File: config.mk
export PLATFORM = sky130hd
export DESIGN_NAME = mc_dcb
export DESIGN_NICKNAME = d
export VERILOG_FILES = /design/src/rtl/mc_dcb.sv
export SDC_FILE = /design/constraint.sdc
export NUM_CORES = 1
export LEC_CHECK = 0
export CORE_UTILIZATION = 35
export DETAILED_ROUTE_END_ITERATION = 10
export DONT_BUFFER_PORTS = 1
export PLACE_DENSITY = 0.5
export SYNTH_ARGS = -nofsm -noshare
export SYNTH_HDL_FRONTEND = slang
export SYNTH_SLANG_ARGS = --single-unit
File: constraint.sdc
create_clock -name clk -period 5.9 [get_ports clk]
set_clock_uncertainty 0.1 [all_clocks]
set_input_delay 1.18 -clock clk [delete_from_list [all_inputs] [get_ports clk]]
set_output_delay 1.18 -clock clk [all_outputs]
set_load 0.03 [all_outputs]
File: src/rtl/mc_dcb.sv
// Multi-channel DC-block filter: one shared datapath serves NCH channels.
// Each channel keeps its own acc/y state, and a two-stage pipeline drives the output.
module mc_dcb #(
  parameter int DSZ  = 16,
  parameter int NCH  = 4,
  parameter int SMAX = 15,
  parameter int CHW  = 2
) (
  input  logic                  clk,
  input  logic                  reset,
  input  logic signed [DSZ-1:0] in,
  input  logic [CHW-1:0]        in_ch,
  input  logic                  ena,
  input  logic [3:0]            shift,
  input  logic                  freeze,
  input  logic                  bypass,
  input  logic                  clr,
  output logic signed [DSZ-1:0] out,
  output logic [CHW-1:0]        out_ch,
  output logic                  valid,
  output logic                  sat
);

  localparam int AW = DSZ + SMAX + 1;
  localparam int DW = DSZ + 1;
  localparam logic [CHW:0] NCH_W  = (CHW+1)'(NCH);
  localparam logic [3:0]   SMAX_W = 4'(SMAX);

  logic signed [AW-1:0] acc [NCH];
  logic signed [DW-1:0] y   [NCH];

  logic                 ch_ok;
  logic                 take;
  logic [3:0]           k;
  logic signed [AW-1:0] acc_sel;
  logic signed [AW-1:0] acc_shr;
  logic signed [DW-1:0] in_ext;
  logic signed [DW-1:0] d;

  // A clear in the ena cycle makes the sample see zeroed state, so d = in.
  always_comb begin
    ch_ok   = ({1'b0, in_ch} < NCH_W);
    take    = ena && ch_ok;
    k       = (shift > SMAX_W) ? SMAX_W : shift;
    acc_sel = '0;
    for (int i = 0; i < NCH; i++) begin
      if (!clr && (in_ch == CHW'(i))) acc_sel = acc[i];
    end
    acc_shr = acc_sel >>> k;
    in_ext  = DW'(in);
    d       = in_ext - acc_shr[DW-1:0];
  end

  always_ff @(posedge clk or negedge reset) begin
    if (!reset) begin
      for (int i = 0; i < NCH; i++) begin
        acc[i] <= '0;
        y[i]   <= '0;
      end
    end else if (clr) begin
      for (int i = 0; i < NCH; i++) begin
        acc[i] <= '0;
        y[i]   <= '0;
      end
    end else if (take) begin
      for (int i = 0; i < NCH; i++) begin
        if (in_ch == CHW'(i)) begin
          y[i] <= d;
          if (!freeze) acc[i] <= acc[i] + AW'(y[i]);
        end
      end
    end
  end

  logic                 v1;
  logic signed [DW-1:0] d1;
  logic [CHW-1:0]       ch1;
  logic                 ovf;

  always_ff @(posedge clk or negedge reset) begin
    if (!reset) begin
      v1  <= 1'b0;
      d1  <= '0;
      ch1 <= '0;
    end else begin
      v1 <= take;
      if (take) begin
        d1  <= bypass ? in_ext : d;
        ch1 <= in_ch;
      end
    end
  end

  // d1 fits in DSZ bits exactly when its top two bits agree.
  assign ovf = d1[DW-1] ^ d1[DW-2];

  // valid is a one-cycle pulse with no ready; the consumer must take every
  // pulse. out/out_ch/sat hold their last values while valid is low.
  always_ff @(posedge clk or negedge reset) begin
    if (!reset) begin
      out    <= '0;
      out_ch <= '0;
      valid  <= 1'b0;
      sat    <= 1'b0;
    end else begin
      valid <= v1;
      if (v1) begin
        out    <= ovf ? {d1[DW-1], {(DSZ-1){~d1[DW-1]}}} : d1[DSZ-1:0];
        sat    <= ovf;
        out_ch <= ch1;
      end
    end
  end

endmodule

# Word-level counts from Yosys, hierarchy flattened
# Cells that the tools add are included.
# classes
add_sub_neg	5
mul	0
div	0
magnitude_cmp	1
n_eq_ne	4
shifts	1
muxes	23
bitwise	2
reduce_logical	19
# op_table
cell	count
32-bit two-way mux	12
128-bit two-way mux	2
68-bit two-way mux	2
32-bit by 17-bit adder with 32-bit output	4
17-bit two-way mux	5
32-bit by 4-bit >>> shifter with 17-bit output	1
17-bit subtractor	1
16-bit two-way mux	1
3-bit AND reduction	4
2-bit nonzero test	5
2-bit AND reduction	4
2-bit == test, second input constant	2
4-bit greater-than comparator, second input constant	1
1-bit logical AND	4
4-bit two-way mux	1
2-bit by 1-bit == test with 1-bit output, second input constant	1
2-bit logical NOT	1
2-bit by 1-bit inequality test with 1-bit output, second input constant	1
1-bit logical NOT	1
1-bit NOT	1
1-bit XOR	1
# totals
reg_bits	236
latch_bits	0
mem_bits_rw	0
rom_bits	0
input_bits	28
out_inout_bits	20
elab_cells	70
memories	0

# Longest topological paths before layout
# depth
depth_word	11
ltp_mapped	23
mapped_depth_nobuf	19

# Least setup slack after synthesis
# Ideal clock, no wire load.
# synth_timing
path_type	input to register
from	in in_ch[0]
to	reg y[50] in the netlist's numbering
setup_time_ns	0.137
t_arrival_ns	5.713
slack_ns	-0.051
cell_stages	22
n_path_buf	4
cell_sequence	buf_2 buf_4 buf_2 buf_2 mux4_2 mux2i_1 nor3_1 a21oi_1 mux2_2 a21oi_1 ha_1 fa_1 nand2b_1 a21boi_1 o21ai_1 a211o_1 a31oi_1 a221o_1 a21oi_1 xnor2_1 xor2_1 a21oi_1
# synth_via
elab_chain_len	11
elab_cells_between_ends	19
cone_classes	add/sub (1); eq/ne (3); shift (1); mux (7); reduce/logical (7)
# synth_rtl
element	line_no	source
start, declared	12	input logic [CHW-1:0] in_ch,
2-bit logical NOT	47	if (!clr && (in_ch == CHW'(i))) acc_sel = acc[i];
1-bit logical AND	47	
32-bit two-way mux (4 in series)	47	
32-bit by 4-bit >>> shifter with 17-bit output	49	acc_shr = acc_sel >>> k;
17-bit subtractor	51	d = in_ext - acc_shr[DW-1:0];
17-bit two-way mux	67	if (in_ch == CHW'(i)) begin
68-bit two-way mux	65	end else if (take) begin
68-bit two-way mux	60	end else if (clr) begin
end signal, assigned by index	58	y[i] <= '0;
end signal, assigned by index	63	y[i] <= '0;
end signal, assigned by index	68	y[i] <= d;
end, declared	30	logic signed [DW-1:0] y [NCH];
# Parallel ways exist; a longest one is shown, timed or not. The select of a mux whose other input is x is not followed.
# A chain may end at the register's enable or synchronous reset.

# Worst setup path in the final report
# layout_timing
from	in shift[0]
to	reg y[33] in the netlist's numbering
# layout_via
elab_chain_len	7
# layout_rtl
element	line_no	source
start, declared	14	input logic [3:0] shift,
4-bit greater-than comparator	44	k = (shift > SMAX_W) ? SMAX_W : shift;
4-bit two-way mux (*)	44	
32-bit by 4-bit >>> shifter with 17-bit output (*)	49	
17-bit subtractor (*)	51	
17-bit two-way mux (*)	67	
68-bit two-way mux (*)	65	
68-bit two-way mux (*)	60	
# Every way passes the cells marked *; elsewhere a longest branch is shown, timed or not. The select of a mux whose other input is x is not followed.

==> impl_metrics.csv <==
group,metric,value,unit
cts,post_cts_buffers,0,
route,vias,15394,
synth,synth_commonest_cells,"340 x nand2_1, 295 x a21oi_1, 236 x dfrtp_1, 142 x ha_1, 137 x nor2_1",
power_and_ir_drop,intPower,2.96,mW
synth,synthCells,2107,
power_and_ir_drop,power_frac_comb,11.3,%
place,place_congestion,0.896,
worst_setup_path,crit_fanout,26,
cts,ctsRootBufferMaster,"clkbuf_16",
synth,ys_seq_area_share,32.8,%
sta,finalSetupViolations,0,
synth,synthMostInstantiatedCell,"nand2_1",
synth,ys_seq_elements,236,
final_layout,diodes,0,
power_and_ir_drop,swShare,28.9,%
route,dr.pass1.iters,6,
synth,ys_warn_count,0,
cts,cts_resized,0,
grt,grt-ovfl-total,0,
final_layout,design_area,19600,µm²
worst_setup_path,critPathKind,"in2reg",
worst_setup_path,cpMostUsedCell,"a21oi_1",
synth,netlist_area,18000,µm²
cts,clk_pin_slew,0.06,ns
final_layout,drive_gt1_share,7.22,%
cts,cts_buffer_depth,3,
sta,tightest_slew,1.10,ns
final_layout,finalNetCount,2230,
synth,ys_types,78,
grt,grt_antenna_before_repair,0,
floorplan,io_pins,48,
grt,grt_pass1_vias,14486,
sta,fin_crit_sh,84.2,%
place,placed_area,18600,µm²
sta,slew_headroom,26.3,%
sta,fmax,201,MHz
floorplan,die_width,229,µm
power_and_ir_drop,pwr-share-clk,44.9,%
cts,clkLatencyLatePin,0.62,ns
cts,clkSinkCount,236,
worst_setup_path,crit_required,6.25,ns
floorplan,die_h,229,µm
power_and_ir_drop,powerDensity,212,nW/µm²
synth,synth_top_area_share,32.8,%
route,ant_nets,0,
power_and_ir_drop,ir_worst_vdd,0.210,mV
run,drv_cap,0,
route,vias_per_cell,5.60,
cts,cts_max_level,1,
sta,finalWorstSetupSlack,0.932,ns
worst_setup_path,crit_arrival,5.32,ns
synth,synth_edf_count,0,
sta,rsz0062_at_grt,"false",
synth,ys.flop_type,"dfrtp_1",
synth,synthArstFlopShare,100,%
place,portBuffers,0,
synth,postSynthAreaPerCell,8.54,µm²
worst_setup_path,end_kind,"flip-flop",
power_and_ir_drop,switchingPower,1.20,mW
route,drcViolationCount,0,
final_layout,areaGrowthSynthToFinish,9.03,%
final_layout,fillCellCount,5222,
cts,cts_hold_buf,0,
synth,syn-num-nets,2282,
hold_path,hp-class,"in2async",
outcome,status,"finished, final reports clean",
worst_setup_path,startpoint_type,"input port",
cts,cts_tree,"done",
place,place_ws,0.427,ns
power_and_ir_drop,power.leakage,8.97,nW
route,wl_per_cell,20.6,µm
worst_setup_path,max_stage_delay,0.44,ns
floorplan,rows,82,
final_layout,register_area,5910,µm²
sta,slew_viol_final,0,
worst_setup_path,critPathSlowestCell,"fa_1",
power_and_ir_drop,p_seq_share,43.7,%
worst_setup_path,worst-path-buf-inv,1,
sta,hold_viol_final,0,
synth,yosys.area.top_type,"dfrtp_1",
sta,setup_tns,0,ns
power_and_ir_drop,p_total,4.16,mW
final_layout,multi_input_area,11500,µm²
floorplan,core_area,50500,µm²
worst_setup_path,crit_family,"compound AO/OA/AOI/OAI gates",
sta,period_needed,4.97,ns
synth,synth_area_leaders,"dfrtp_1 33%, ha_1 9.9%, a21oi_1 8.2%",
place,place_hpwl,41500,µm
worst_setup_path,crit_chain,"inv_2 -> mux2i_1 -> nor3_1 -> a21oi_1 -> mux2_2 -> a21oi_1 -> ha_1 -> fa_1 -> nand2b_1 -> a21boi_1 -> o21ai_1 -> a211o_1 -> a31oi_1 -> a221o_1 -> a21oi_1 -> xnor2_1 -> xor2_1 -> a21oi_1",
grt,grt_pass1_wl,87700,µm
floorplan,initial_core_util,35.6,%
cts,cts_buffers,31,
grt,gr-usage-all-layers,21.4,%
route,drt_wl_total,56800,µm
grt,grt_max_degree,241,
floorplan,die-area,52300,µm²
route,drtIter0Drc,1004,
## per-layer routing
layer | vias to the layer above | global-route usage [%] | wire length (µm)
met2 | 349 | 35.4 | 26600
met1 | 7489 | 28.9 | 25500
li1 | 7481 | - | -
met4 | 0 | 5.47 | 1570
met3 | 75 | 3.58 | 3090
met5 | - | 0 | 0
## worst reg2reg max path: cells and delay by family (launching register included)
family | cells | cell delay [ns]
fa+ha+maj | 2 | 0.65
xor+xnor | 2 | 0.56
mux | 3 | 0.94
flops | 1 | 0.44
simple gates | 2 | 0.24
compound gates | 9 | 1.72
## path summary, 6_finish.rpt
kind                          start      end  slack, ns  depth (start not counted)
min in group clk              d1[8]    d1[8]       0.38                          1
hold reg to reg               d1[8]    d1[8]       0.38                          1
setup / recovery           shift[0]    y[33]       0.93                         18
hold / removal                reset  acc[98]       0.15                          0
setup reg to reg            acc[44]    y[33]       1.10                         18
max in group asynchronous     reset    y[42]       4.98                          0
## logic make-up after synthesis
group | after synthesis | share of synthesized area, %
DFF | 236 | 32.8
adders and majority gates | 147 | 10.4
and+or+nand+nor | 703 | 17.3
xor gates and xnor gates | 110 | 5.36
muxes | 92 | 7.98
buffers and inverters | 163 | 3.45
AOI/OAI and AO/OA | 656 | 22.6
## layout by cell type (no fill, tap or decap), drive strengths merged, types with 47 or more instances in the layout
master	netlist	layout
dfrtp	236	236
o21ai	86	86
xnor2	75	75
nand2	340	340
nor3	54	54
a21o	67	67
ha	142	142
nor2	137	137
inv	50	52
clkbuf	95	47
nand3	49	49
a21oi	296	296
## state kept, by name, indices dropped and copies added, names as in the netlist
signal / cells
out: 16
out_ch: 2
acc: 128
v1: 1
ch1: 2
y: 68
d1: 17
valid: 1
sat: 1
## layout make-up
class                      count  share of cell area (%)
multi-input combinational   1708                    58.5
clock buffer                  47                    4.72
timing repair buffer          27                    1.03
clock inverter                10                   0.376
sequential                   236                    30.1
tap                          672                    4.29
inverter                      51                   0.976
## power groups by stage
stage	clock network [mW]	registers (mW)	logic (mW)
floorplan	0	1.82	0.395
detailed placement	0	1.85	0.469
finish	1.87	1.82	0.472
global placement	0	1.85	0.463
CTS	1.93	1.82	0.472
global route	1.98	1.83	0.523
## per-stage QoR
stage	std cells	hold slack (ns)	util, %
2_1_floorplan	2107	0.252	-
3_3_place_gp	2694	0.365	36.9
3_5_place_dp	2694	0.371	36.9
4_1_cts	2751	0.128	38.9
5_1_grt	2751	0.133	38.9
6_report	2751	0.155	38.9
Note: power is estimated with default switching activity, not from simulation.
